## src/rtl/inst_encoder_pkg.sv

```systemverilog
// Shared definitions for the instruction encoder and the immediate generator.
//   fmt_e          : instruction format selector (R/I/S/B)
//   OP_*           : base opcodes for the supported formats
//   *_LSB          : bit positions of the fixed instruction fields
//   imm_fits       : true when imm is the sign extension of imm[msb:0]
package inst_encoder_pkg;

  typedef enum logic [1:0] {
    FMT_R = 2'd0,
    FMT_I = 2'd1,
    FMT_S = 2'd2,
    FMT_B = 2'd3
  } fmt_e;

  localparam logic [6:0] OP_IMM    = 7'h13;
  localparam logic [6:0] OP_STORE  = 7'h23;
  localparam logic [6:0] OP_BRANCH = 7'h63;
  localparam logic [6:0] OP_REG    = 7'h33;

  localparam int unsigned OPCODE_LSB = 0;
  localparam int unsigned RD_LSB     = 7;
  localparam int unsigned FUNCT3_LSB = 12;
  localparam int unsigned RS1_LSB    = 15;
  localparam int unsigned RS2_LSB    = 20;
  localparam int unsigned FUNCT7_LSB = 25;

  // Bits imm[63:msb] must all equal the sign bit of the field.
  function automatic logic imm_fits(input logic [63:0] imm, input int unsigned msb);
    logic [63:0] upper;
    upper = $unsigned($signed(imm) >>> msb);
    return (upper == '0) || (upper == '1);
  endfunction

endpackage

```

## src/rtl/inst_encoder_pack.sv

```systemverilog
// inst_pack: combinational field packer.
//   fmt, opcode, rd, rs1, rs2, funct3, funct7, imm : decoded fields
//   instruction : 32-bit encoded word (built from truncated imm bits)
//   err         : immediate out of range for the format, or misaligned (B)
module inst_pack
  import inst_encoder_pkg::*;
(
  input  fmt_e        fmt,
  input  logic [6:0]  opcode,
  input  logic [4:0]  rd,
  input  logic [4:0]  rs1,
  input  logic [4:0]  rs2,
  input  logic [2:0]  funct3,
  input  logic [6:0]  funct7,
  input  logic [63:0] imm,
  output logic [31:0] instruction,
  output logic        err
);

  always_comb begin
    instruction = '0;
    err         = 1'b0;
    unique case (fmt)
      FMT_R: begin
        instruction = {funct7, rs2, rs1, funct3, rd, opcode};
      end
      FMT_I: begin
        instruction = {imm[11:0], rs1, funct3, rd, opcode};
        err         = !imm_fits(imm, 11);
      end
      FMT_S: begin
        instruction = {imm[11:5], rs2, rs1, funct3, imm[4:0], opcode};
        err         = !imm_fits(imm, 11);
      end
      FMT_B: begin
        instruction = {imm[12], imm[10:5], rs2, rs1, funct3, imm[4:1], imm[11], opcode};
        err         = !imm_fits(imm, 12) || imm[0];
      end
      default: ;
    endcase
  end

endmodule

```

## src/rtl/inst_encoder.sv

```systemverilog
// inst_encoder: packs decoded fields into RV64 instruction words, tags each
// accepted request with a sequential word address, 1-cycle latency with an
// output register plus one-entry skid buffer.
//   clock, reset (sync, active-low), io_flush (sync clear of pipe and address)
//   io_in_*  : request handshake and fields
//   io_out_* : result handshake, encoded word, address, range error
//   io_err_count : saturating count of accepted erroneous requests
module inst_encoder
  import inst_encoder_pkg::*;
#(
  parameter int unsigned ADDR_W    = 10,
  parameter int unsigned BASE_ADDR = 0
) (
  input  logic              clock,
  input  logic              reset,
  input  logic              io_flush,
  input  logic              io_in_valid,
  output logic              io_in_ready,
  input  logic [1:0]        io_in_fmt,
  input  logic [6:0]        io_in_opcode,
  input  logic [4:0]        io_in_rd,
  input  logic [4:0]        io_in_rs1,
  input  logic [4:0]        io_in_rs2,
  input  logic [2:0]        io_in_funct3,
  input  logic [6:0]        io_in_funct7,
  input  logic [63:0]       io_in_imm,
  output logic              io_out_valid,
  input  logic              io_out_ready,
  output logic [31:0]       io_out_instruction,
  output logic [ADDR_W-1:0] io_out_addr,
  output logic              io_out_err,
  output logic [15:0]       io_err_count
);

  logic [31:0]       pack_instr;
  logic              pack_err;

  logic              out_valid_q;
  logic [31:0]       out_instr_q;
  logic [ADDR_W-1:0] out_addr_q;
  logic              out_err_q;

  logic              skid_valid_q;
  logic [31:0]       skid_instr_q;
  logic [ADDR_W-1:0] skid_addr_q;
  logic              skid_err_q;

  logic [ADDR_W-1:0] addr_cnt_q;
  logic [15:0]       err_cnt_q;

  logic              accept;
  logic              out_free;

  inst_pack u_pack (
    .fmt         (fmt_e'(io_in_fmt)),
    .opcode      (io_in_opcode),
    .rd          (io_in_rd),
    .rs1         (io_in_rs1),
    .rs2         (io_in_rs2),
    .funct3      (io_in_funct3),
    .funct7      (io_in_funct7),
    .imm         (io_in_imm),
    .instruction (pack_instr),
    .err         (pack_err)
  );

  // Ready depends only on registered skid state, gated by reset/flush inputs.
  assign io_in_ready = !skid_valid_q && reset && !io_flush;
  assign accept      = io_in_valid && io_in_ready;
  assign out_free    = !out_valid_q || io_out_ready;

  always_ff @(posedge clock) begin
    if (!reset) begin
      out_valid_q  <= 1'b0;
      out_instr_q  <= '0;
      out_addr_q   <= '0;
      out_err_q    <= 1'b0;
      skid_valid_q <= 1'b0;
      skid_instr_q <= '0;
      skid_addr_q  <= '0;
      skid_err_q   <= 1'b0;
      addr_cnt_q   <= ADDR_W'(BASE_ADDR);
      err_cnt_q    <= '0;
    end else if (io_flush) begin
      out_valid_q  <= 1'b0;
      skid_valid_q <= 1'b0;
      addr_cnt_q   <= ADDR_W'(BASE_ADDR);
    end else begin
      if (accept) begin
        addr_cnt_q <= addr_cnt_q + 1'b1;
        if (pack_err && (err_cnt_q != 16'hFFFF)) begin
          err_cnt_q <= err_cnt_q + 16'd1;
        end
      end

      // A full skid blocks acceptance, so skid promotion and a new request
      // never compete for the output register.
      if (out_free) begin
        if (skid_valid_q) begin
          out_valid_q  <= 1'b1;
          out_instr_q  <= skid_instr_q;
          out_addr_q   <= skid_addr_q;
          out_err_q    <= skid_err_q;
          skid_valid_q <= 1'b0;
        end else if (accept) begin
          out_valid_q <= 1'b1;
          out_instr_q <= pack_instr;
          out_addr_q  <= addr_cnt_q;
          out_err_q   <= pack_err;
        end else begin
          out_valid_q <= 1'b0;
        end
      end else if (accept) begin
        skid_valid_q <= 1'b1;
        skid_instr_q <= pack_instr;
        skid_addr_q  <= addr_cnt_q;
        skid_err_q   <= pack_err;
      end
    end
  end

  assign io_out_valid       = out_valid_q;
  assign io_out_instruction = out_instr_q;
  assign io_out_addr        = out_addr_q;
  assign io_out_err         = out_err_q;
  assign io_err_count       = err_cnt_q;

endmodule

```

## config.mk

```make
export PLATFORM = sky130hd
export DESIGN_NAME = inst_encoder
export DESIGN_NICKNAME = d
export VERILOG_FILES = /design/src/rtl/inst_encoder_pkg.sv /design/src/rtl/inst_encoder_pack.sv /design/src/rtl/inst_encoder.sv
export SDC_FILE = /design/constraint.sdc
export NUM_CORES = 1
export LEC_CHECK = 0
export BUFFER_PORTS_ARGS = -buffer_cell sky130_fd_sc_hd__buf_2
export CELL_PAD_IN_SITES_DETAIL_PLACEMENT = 1
export CELL_PAD_IN_SITES_GLOBAL_PLACEMENT = 1
export CORE_MARGIN = 2
export CORE_UTILIZATION = 34
export CTS_CLUSTER_SIZE = 14
export DETAILED_ROUTE_END_ITERATION = 16
export GPL_TIMING_DRIVEN = 0
export HOLD_SLACK_MARGIN = 0.08
export PLACE_DENSITY = 0.78
export SLEW_MARGIN = 20
export SYNTH_ARGS = -nofsm -noshare
export SYNTH_HDL_FRONTEND = slang
export SYNTH_SLANG_ARGS = --single-unit
```

## constraint.sdc

```tcl
create_clock -name clock -period 1.9 [get_ports clock]
set_input_delay 0.095 -clock clock [delete_from_list [all_inputs] [get_ports clock]]
set_output_delay 0.095 -clock clock [all_outputs]
set_load 0.005 [all_outputs]
```

==> results.json <==
{
  "grt.overflow.total": 0,
  "power_density_nw_per_um2": 783,
  "die_y_um": 130,
  "synth_fa_ha_area_share_pct": 1.38,
  "timing.rr.start": "skid_valid_q",
  "syn_nets": 743,
  "met3WireLength_um": 618,
  "cp.required_ps": 2200,
  "async_flop_share_pct": 0,
  "maxCapViolCount": 0,
  "syn_area_um2": 5430,
  "drive_gt1_share_pct": 28.1,
  "post-route-period-util_pct": 95.2,
  "coreArea_um2": 15800,
  "cts.sinks": 114,
  "clkPwrFrac_pct": 49.1,
  "hp-start": "io_in_funct7[0]",
  "status": "complete, no violations",
  "fin_nets": 960,
  "clk_pin_slew_ps": 60,
  "synth_xor_area_share_pct": 1.45,
  "wl_met2_um": 9030,
  "drt_first_pass_iters": 4,
  "postSynthCellCount": 634,
  "comb_power_share_pct": 9.2,
  "ys_seq_area_share_pct": 42.0,
  "drc": 0,
  "start_kind": "register",
  "yosys_warnings": 0,
  "synthSimpleGateAreaFrac_pct": 24.8,
  "vias": 5518,
  "leakagePower_nw": 3.56,
  "vias_per_cell": 5.11,
  "worst_slew_pin_slew_ps": 800,
  "n_antenna_cell": 0,
  "grt_antenna_before_repair": 0,
  "syn2layout_area_growth_pct": 38.4,
  "clk_latency_ps": 420,
  "internal_power_mw": 4.44,
  "switching_share_pct": 24.5,
  "max-vdd-ir-drop_mv": 0.709,
  "cts_tree": "built",
  "synth_mux_area_share_pct": 7.40,
  "synth_edf_count": 0,
  "grt_pass1_vias": 5661,
  "htreeDepth": 4,
  "drtAntennaViolNets": 0,
  "power_frac_seq_pct": 41.7,
  "cp_max_fo": 10,
  "maxUsedRoutingLayer": "met4",
  "min_path_type": "in2reg",
  "whs_ps": 94.9,
  "grt_use_total_pct": 21.5,
  "finalWirelength_um": 18200,
  "worstPathCellList": "buf_6, nor2_2, and2_1, buf_4, o21a_2, buf_4, buf_4, o211a_1",
  "fillerInstances": 1945,
  "root_buffer": "clkbuf_16",
  "die_w_um": 130,
  "crit_path_end_kind": "register",
  "synth.distinct_cells": 44,
  "crit_type": "reg2reg",
  "layout_commonest_cell": "nand2_1",
  "slew-limit-headroom_pct": 46.6,
  "port_buffers": 163,
  "ctsLongestPathBuffers": 2,
  "ioPinCount": 164,
  "p_switching_mw": 1.44,
  "routedWlPerCell_um": 16.9,
  "cts_buffers": 17,
  "initial_core_util_pct": 34.4,
  "synth_top_family_by_area": "simple AND/OR/NAND/NOR gates",
  "wl_met1_um": 8270,
  "finClkSkew_ps": 8.31,
  "syn_avg_cell_area_um2": 8.56,
  "dp_hpwl_um": 12700,
  "grt_pass1_wl_um": 28400,
  "final_cell_mix": "167 x nand2_1, 164 x buf_2, 112 x dfxtp_1",
  "globalplace.congestion": 0.765,
  "power.total_mw": 5.88,
  "fmax_ghz": 0.553,
  "cp_top_family": "buffers and inverters",
  "grt_start_max_net_pins": 17,
  "min_period_ps": 1810,
  "synthFlopType": "dfxtp_1",
  "synth_compound_area_share_pct": 19.5,
  "setup_viol": 0,
  "slowest_stage": "dfxtp_1",
  "slew_viol_final": 0,
  "cp.arrival_ps": 2110,
  "drt_iter0_markers": 275,
  "critPathMostFrequentCell": "buf_4",
  "die_area_um2": 17000,
  "rows": 46,
  "cpPeakStageDelay_ps": 320,
  "final-hold-violation-count": 0,
  "critPathLaunch": "skid_valid_q",
  "critPathBufInv": 4,
  "synth_seq_cells": 114
}
-- synthesized netlist by cell type (2+ instances only) --
cell	number	area, um^2
a21boi_0	42	315
nor3_1	5	25.0
and4_1	8	70.1
buf_2	4	20.0
inv_1	4	15.0
xnor2_1	2	17.5
xor2_1	7	61.3
and2_1	7	43.8
nand4b_1	2	17.5
o21ai_1	2	10.0
nand3_1	7	35.0
nor2_1	21	78.8
nand4_1	24	150
nand2_1	169	634
nor3b_1	2	15.0
nand2b_1	11	68.8
dfxtp_1	114	2280
a21oi_1	3	15.0
nor4_1	14	87.6
mux2i_1	39	390
nor2b_1	3	18.8
o211a_1	42	420
clkbuf_1	35	131
o21ai_0	18	90.1
and3_1	8	50.1
a22oi_1	18	135
ha_1	6	75.1
-- tightest hold or removal path, delay by kind of cell --
family	cells	cell delay, ps
simple gates	1	80
buf+inv	1	70
compound gates	2	240
-- routing by layer --
layer,up-vias,global-route usage [%]
met5,-,0
met4,0,7.82
met3,25,4.10
met2,110,37.9
met1,2682,26.2
li1,2701,-
-- registers in the layout (all words and copies together), names as in the netlist --
register and cells:
skid_err_q 1, skid_valid_q 1, io_out_valid 1, addr_cnt_q 10
skid_instr_q 32, io_out_err 1, io_err_count 16, io_out_instruction 32
io_out_addr 10, skid_addr_q 10
-- through the flow --
| step | instances | TNS (ps) | utilization (%) | cell area [um^2] | setup slack, ps |
|---|---|---|---|---|---|
| 4_1_cts | 1074 | 0 | 47.1 | 7430 | 3.29 |
| 3_5_place_dp | 1013 | -25810 | 41.3 | 6510 | -537 |
| 6_report | 1080 | 0 | 47.6 | 7510 | 91.0 |
| 3_3_place_gp | 1013 | -25370 | 41.3 | 6510 | -513 |
| 2_1_floorplan | 634 | 0 | - | 5430 | 80.7 |
| 5_1_grt | 1080 | -39.8 | 47.6 | 7510 | -35.1 |
-- cells by family after synthesis --
| family | after synthesis |
|---|---|
| adders and majority gates | 6 |
| buffers and inverters | 45 |
| DFF | 114 |
| AOI/OAI and AO/OA | 133 |
| muxes | 40 |
| and+or+nand+nor | 287 |
| xor gates and xnor gates | 9 |
-- cell type report --
class	count	area, um^2	share of cell area [%]
plain buffers	40	219	2.91
clock buffers	23	478	6.36
inverters	4	15.0	0.200
flip-flops and latches	114	2280	30.4
clock inverters	9	57.6	0.766
well taps	216	270	3.60
repair buffers	199	1160	15.4
multi-input cells	475	3030	40.3
-- path summary, 6_finish.rpt --
path	endpoint	depth (start not counted)	slack [ps]
worst max-delay path	io_out_instruction[16]	8	90
worst min-delay path	skid_instr_q[25]	4	90
worst max register to register	io_out_instruction[16]	8	90
worst min register to register	io_out_instruction[28]	2	460
-- power by group through the flow --
stage          Clock (mW)  Sequential [mW]  Combinational, mW
6_report             2.89             2.45              0.543
5_1_grt              3.03             2.45              0.602
4_1_cts              2.93             2.45              0.535
3_5_place_dp            0             2.50              0.479
3_3_place_gp            0             2.50              0.470
2_1_floorplan           0             2.50              0.223
-- what timing repair did --
action,in CTS,in global routing
endpoints found under the hold margin,39,0
pin swaps,1,1
gates cloned,0,0
gates resized for setup,37,17
hold buffers,29,0
buffers inserted,1,6
endpoints found under the setup margin,101,85
Power figures use the tool's default switching activity.
